--- src/rtl/usb_timer_pkg.sv ---
// Shared timer types and default bit-timing constants for the USB receive bit timer.
package usb_timer_pkg;

  typedef enum logic {
    StIdle,
    StRun
  } timer_state_e;

  localparam int unsigned DefClksPerBit  = 8;
  localparam int unsigned DefSamplePoint = 3;
  localparam int unsigned DefBitsPerByte = 8;

endpackage

--- src/rtl/flex_counter.sv ---
// Rollover counter: counts 1..rollover_val, holds 0 when cleared.
module flex_counter #(
  parameter int unsigned SIZE = 4
) (
  input  logic            clk,
  input  logic            n_rst,
  input  logic            clear,
  input  logic            count_enable,
  input  logic [SIZE-1:0] rollover_val,
  output logic [SIZE-1:0] count_out
);

  localparam logic [SIZE-1:0] One = {{(SIZE-1){1'b0}}, 1'b1};

  logic [SIZE-1:0] count_q, count_d;

  // A clear that coincides with an enable restarts the count at 1 (that cycle is the first counted).
  always_comb begin
    count_d = count_q;
    if (clear) begin
      count_d = count_enable ? One : '0;
    end else if (count_enable) begin
      count_d = (count_q == rollover_val) ? One : count_q + One;
    end
  end

  always_ff @(posedge clk or negedge n_rst) begin
    if (!n_rst) begin
      count_q <= '0;
    end else begin
      count_q <= count_d;
    end
  end

  assign count_out = count_q;

endmodule

--- src/rtl/usb_bit_timer.sv ---
// USB receive bit timer: generates bit-sample strobes and end-of-byte pulses, with
// phase resync on line transitions.
module usb_bit_timer #(
  parameter int unsigned CLKS_PER_BIT  = usb_timer_pkg::DefClksPerBit,
  parameter int unsigned SAMPLE_POINT  = usb_timer_pkg::DefSamplePoint,
  parameter int unsigned BITS_PER_BYTE = usb_timer_pkg::DefBitsPerByte
) (
  input  logic       clk,
  input  logic       n_rst,
  input  logic       enable_timer,
  input  logic       clear,
  input  logic       d_edge,
  output logic       shift_strobe,
  output logic       byte_received,
  output logic [3:0] bit_count
);

  import usb_timer_pkg::*;

  localparam logic [3:0] ClkRollover = 4'(CLKS_PER_BIT);
  localparam logic [3:0] SampleCnt   = 4'(SAMPLE_POINT);
  localparam logic [3:0] ByteLen     = 4'(BITS_PER_BYTE);

  timer_state_e state_q, state_d;
  logic [3:0]   clk_cnt;
  logic         run, run_next;
  logic         clk_clear, bit_clear, bit_enable;

  always_ff @(posedge clk or negedge n_rst) begin
    if (!n_rst) begin
      state_q <= StIdle;
    end else begin
      state_q <= state_d;
    end
  end

  always_comb begin
    state_d = state_q;
    unique case (state_q)
      StIdle: if (enable_timer && !clear) state_d = StRun;
      StRun:  if (!enable_timer || clear) state_d = StIdle;
      default: state_d = StIdle;
    endcase
  end

  assign run      = (state_q == StRun);
  assign run_next = (state_d == StRun);

  assign shift_strobe  = run && (clk_cnt == SampleCnt);
  assign byte_received = run && (bit_count == ByteLen);

  // Entering RUN or resyncing restarts the clock count at 1; leaving RUN parks it at 0.
  assign clk_clear = !run_next || (run && d_edge);

  // A strobe on the cycle we drop out of RUN must not survive into IDLE.
  assign bit_enable = shift_strobe && run_next;
  assign bit_clear  = !run_next || byte_received;

  flex_counter #(
    .SIZE(4)
  ) u_clk_counter (
    .clk         (clk),
    .n_rst       (n_rst),
    .clear       (clk_clear),
    .count_enable(run_next),
    .rollover_val(ClkRollover),
    .count_out   (clk_cnt)
  );

  flex_counter #(
    .SIZE(4)
  ) u_bit_counter (
    .clk         (clk),
    .n_rst       (n_rst),
    .clear       (bit_clear),
    .count_enable(bit_enable),
    .rollover_val(ByteLen),
    .count_out   (bit_count)
  );

endmodule

--- config.mk ---
export PLATFORM = sky130hd
export DESIGN_NAME = usb_bit_timer
export DESIGN_NICKNAME = d
export VERILOG_FILES = /design/src/rtl/usb_timer_pkg.sv /design/src/rtl/flex_counter.sv /design/src/rtl/usb_bit_timer.sv
export SDC_FILE = /design/constraint.sdc
export NUM_CORES = 1
export LEC_CHECK = 0
export BUFFER_PORTS_ARGS = -buffer_cell sky130_fd_sc_hd__buf_2
export CAP_MARGIN = 10
export CELL_PAD_IN_SITES_DETAIL_PLACEMENT = 1
export CELL_PAD_IN_SITES_GLOBAL_PLACEMENT = 1
export CORE_MARGIN = 3
export CORE_UTILIZATION = 34
export CTS_CLUSTER_DIAMETER = 200
export DETAILED_ROUTE_END_ITERATION = 8
export PLACE_DENSITY = 0.78
export SLEW_MARGIN = 20
export SYNTH_ARGS = -nofsm -noshare
export SYNTH_HDL_FRONTEND = slang
export SYNTH_SLANG_ARGS = --single-unit
--- constraint.sdc ---
create_clock -name clk -period 1.42 [get_ports clk]
set_input_delay 0.071 -clock clk [delete_from_list [all_inputs] [get_ports clk]]
set_output_delay 0.071 -clock clk [all_outputs]
set_load 0.05 [all_outputs]
### Word-level counts from Yosys, hierarchy flattened

Cells that the tools add are included.
W data, S select, Z words.

| operators by class | value |
|---|---|
| eq/ne operators | 3 |
| bitwise operators | 1 |
| $add $sub $neg | 2 |
| multiplexer cells | 11 |
| reduce and logical (&&, ||, !) cells | 13 |

Operators with widths:

| kind | number |
|---|---|
| $mux W4 | 6 |
| $add A4 B1 Y4 const B | 2 |
| $eq A4 B4 Y1 const B | 2 |
| $logic_and A1 B1 Y1 | 5 |
| $eq A4 B2 Y1 const B | 1 |
| $mux W1 | 4 |
| $reduce_bool A2 Y1 | 2 |
| $logic_not A1 Y1 | 3 |
| $logic_or A1 B1 Y1 | 3 |
| $pmux W1 S2 | 1 |
| $not A1 Y1 | 1 |

| storage, ports and cells | value |
|---|---|
| bits of input ports | 5 |
| flip-flop bits (word level) | 9 |

### Depth between registers and ports, before layout

| depth | value |
|---|---|
| depth in word-level cells | 7 |
| depth in mapped cells | 5 |
| mapped depth without buffers | 5 |

### Hierarchy

A second synthesis with hierarchy kept.

| unflattened totals | value |
|---|---|
| cell total of the unflattened synthesis | 67 |
| area, all modules | 618.1 um^2 |

Modules (own cells, without submodules):

| module | times used | area an instance (um^2) | cells each | seq. area each (um^2) |
|---|---|---|---|---|
| flex_counter | 2 | 261.5 | 27 | 100.1 |
| usb_bit_timer | 1 | 95.1 | 13 | 25.0 |

### Worst setup path before layout

Ideal clock, no wire load.

| path | value |
|---|---|
| path type | reg-to-reg |
| start point | register u_bit_counter.count_q[0] (netlist: u_bit_counter.count_out[0]) |
| end point | register u_bit_counter.count_q[0] (netlist: u_bit_counter.count_out[0]) |
| path slack | -0.429 ns |
| arrival | 1.730 ns |
| buffers on the path | 0 |
| stages on the path, launching flop included | 6 |
| setup time | 0.120 ns |
| path through | dfrtp_1 inv_1 ha_1 and4b_1 o21ai_0 and3_1 |

| on the way | value |
|---|---|
| word-level cells in the longest chain between the ends | 4 |
| elaborated cells on any way between the ends | 8 |
| classes of those cells | 1 x add/sub; 1 x eq/ne; 3 x mux; 3 x reduce/logical |

Ends and longest elaborated chain:

| what | RTL line | source |
|---|---|---|
| start: declaration | flex_counter.sv:15 | `logic [SIZE-1:0] count_q, count_d;` |
| start signal: assignment | flex_counter.sv:31 | `count_q <= count_d;` |
| $eq A4 B4 Y1 * | usb_bit_timer.sv:50 | `assign byte_received = run && (bit_count == ByteLen);` |
| $logic_and A1 B1 Y1 * | usb_bit_timer.sv:50 |  |
| named net byte_received | usb_bit_timer.sv:14 | `output logic byte_received,` |
| $logic_or A1 B1 Y1 * | usb_bit_timer.sv:57 | `assign bit_clear = !run_next \|\| byte_received;` |
| $mux W4 or $reduce_bool A2 Y1 (tied branches) | - |  |

Mark *: on every way through the listed nets, which the timed path passes. The rest lies on a longest branch. The select of a mux whose other input is x is not followed.
A chain may end at the register's enable or synchronous reset.

### Final worst setup path

| path | value |
|---|---|
| start point | register u_bit_counter.count_q[0] (netlist: u_bit_counter.count_out[0]) |
| end point | output port byte_received |

| on the way | value |
|---|---|
| word-level cells in the longest chain between the ends | 2 |

Ends and longest elaborated chain:

| what | RTL line |
|---|---|
| $eq A4 B4 Y1 | usb_bit_timer.sv:50 |
| $logic_and A1 B1 Y1 | usb_bit_timer.sv:50 |
| end: declaration | usb_bit_timer.sv:14 |

No other way between the ends.

==> flow_summary.toml <==
[final_layout]
area_growth_pct = 38.4
postLayoutCellArea_um2 = 712
fin_util_pct = 52.1
diodes = 0
multi_input_area_um2 = 295
fin_nets = 80
drive_gt1_share_pct = 41.4
fillers = 160
regArea_um2 = 228

[synthesis]
synth_nets = 59
ys_seq_elements = 9
ys_types = 24
synth_common_cells = "dfrtp_1 (9), inv_1 (6), a21oi_1 (4), ha_1 (4)"
postSynthCellCount = 50
synth_mux_area_share_pct = 1.95
async_flop_share_pct = 100
synth-xor-area-share_pct = 0
synth.area.top_cells = "dfrtp_1 (44%), ha_1 (9.7%), nand4bb_4 (5.4%)"
synthAdderAreaFrac_pct = 9.73
synth_compound_area_share_pct = 14.1
avgSynthCellArea_um2 = 10.3
ys.flop_type = "dfrtp_1"
synth_edf_count = 0
yosysSeqAreaShare_pct = 43.8
synth_top_family_by_area = "simple AND/OR/NAND/NOR gates"
synthMostInstantiatedCell = "dfrtp_1"
yosysWarnings = 0
synthSimpleGateAreaFrac_pct = 24.8
synth_area_um2 = 514
synthDominantCellAreaShare_pct = 43.8
synth_area_leader_cell = "dfrtp_1"

[clocking]
cts_made_buffers = 3
worstSkewPairLatency_ns = 0.27
clock-sinks = 9
cts_buffer_depth = 2
root_buffer = "clkbuf_4"
clk_pin_slew_ns = 0.06
htreeDepth = 1
cts_tree = "yes"

[timing]
fin_skew_ns = 0.000379
setup_slack_ns = 0.0264
holdWs_ns = 0.128
finalMaxSlewViolations = 0
setup-violations-final = 0
fin_crit_ns = 1.39
slew_headroom_pct = 82.9
fin_crit_sh_pct = 98.1
rsz0062_at_grt = "true"
fmax_mhz = 718
hold_viol = 0
worst_slew_pin_slew_ns = 0.256

[global_routing]
grtUsageTotal_pct = 14.0
grt_pass1_vias = 440
grt_max_degree = 10
antenna_found_initial = 0
grt_first_pass_wirelength_um = 1960
grt_overflow = 0

[setup_path]
worstPathRequired_ns = 1.35
critical_path.max_fanout = 3
path_class = "flop to output port"
critPathLaunchType = "flop"
crit_arrival_ns = 1.32
end_kind = "output port"

[power]
power_switching_mw = 0.127
power_mw = 0.506
cellPowerDensity_mw_per_mm2 = 710
ir_drop_v = 0.000430
p_seq_share_pct = 52.8
combinationalPowerShare_pct = 6.4
p_sw_share_pct = 25.1
p_leak_nw = 0.330
pwr-share-clk_pct = 40.9
internal-power_mw = 0.379

[drt]
drc = 0
drt_first_iter_violations = 5
vias = 448
drt_pass1_iterations = 4
ant_nets = 0
wirelength_um = 1240
post_drt_via_cell_ratio = 5.27
wire_per_inst_um = 14.6

[floorplan]
dieArea_mm2 = 0.00202
chipHeight_um = 44.9
core-area_mm2 = 0.00137
start_util_pct = 37.6
std_cell_rows = 13
die_w_um = 44.9
io_pins = 11

[worst_hold_path]
worst_hold_path_type = "input port to flop"

[status]
status = "complete, no violations"

[placed_design]
dpl.hpwl_um = 873
place_area_um2 = 609
port_buffers = 10
dp_slack_ns = 0.0177
gp_congestion = 0.791

[run]
drv_cap = 0
-- path summary, 6_finish.rpt --
| check | from | end | slack [ns] | cells after the start |
|---|---|---|---|---|
| worst max-delay path | u_bit_counter.count_out[0]$_DFFE_PN0P_ | byte_received | 0.03 | 4 |
| worst min-delay path | d_edge | u_clk_counter.count_out[0]$_DFFE_PN0P_ | 0.13 | 3 |
| worst max register to register | u_clk_counter.count_out[1]$_DFFE_PN0P_ | u_bit_counter.count_out[0]$_DFFE_PN0P_ | 0.08 | 4 |
| worst min register to register | u_clk_counter.count_out[3]$_DFFE_PN0P_ | u_clk_counter.count_out[3]$_DFFE_PN0P_ | 0.57 | 2 |
| max in group asynchronous | n_rst | u_bit_counter.count_out[1]$_DFFE_PN0P_ | 1.04 | 2 |
| min in group asynchronous | n_rst | u_clk_counter.count_out[3]$_DFFE_PN0P_ | 0.18 | 2 |
-- through the flow --
| step | setup TNS (ns) | cells |
|---|---|---|
| CTS | 0 | 82 |
| global placement | 0 | 76 |
| global route | -0.0347 | 85 |
| floorplan | -0.0990 | 50 |
| detailed placement | 0 | 76 |
| finish | 0 | 85 |
-- layer usage --
metal  global-route usage (%)  routed length, um
met4                     7.02                 21
met1                     16.8                584
met3                     5.98                 70
met5                        0                  0
met2                     21.2                567
-- placed cells by master, fill, tap and decap left out, types with 2 or more instances in the layout --
master and n:
ha_4 2, a21oi_1 4, inv_1 4, buf_4 5, buf_2 8, inv_2 2
nand2b_1 2, nand3_1 3, dfrtp_1 7, clkbuf_4 3, ha_1 2, and3_1 2
dfrtp_2 2, nand2_1 3
-- cell type report --
cell class,count,area share (%)
inverters,7,4.04
well taps,15,2.64
flip-flops and latches,9,32.0
clock inverters,1,0.703
multi-input cells,34,41.5
repair buffers,16,16.0
clock buffers,3,3.16
-- critical path, stage by stage, from the launching register on --
cell and delay [ns]:
dfrtp_2 0.42, inv_2 0.09, ha_4 0.14, and4b_4 0.26
buf_8 0.15
-- kinds of logic after synthesis --
logic type,count (synthesis)
AOI/OAI and AO/OA,11
adders and majority gates,4
and+or+nand+nor,18
buffers and inverters,7
muxes,1
DFF,9
-- registers in the layout, summed over array words and instances, names as in the netlist --
signal / flops
u_clk_counter.count_out: 4
run: 1
u_bit_counter.count_out: 4
-- power by group through the flow --
| stage | clock (mW) | combinational [mW] | sequential [mW] |
|---|---|---|---|
| final | 0.207 | 0.0321 | 0.267 |
| after global placement | 0 | 0.0293 | 0.270 |
| after CTS | 0.216 | 0.0322 | 0.265 |
| after floorplan | 0 | 0.0124 | 0.269 |
| after global routing | 0.228 | 0.0383 | 0.267 |
| after detailed placement | 0 | 0.0298 | 0.270 |
-- timing repair --
action,in CTS,in global routing
pin swaps,0,3
setup endpoints to repair,2,3
resized for setup,5,3
setup buffers,1,3
endpoints found under the hold margin,9,0
hold buffers,1,0
No activity file was read; power rests on OpenSTA's default activity.
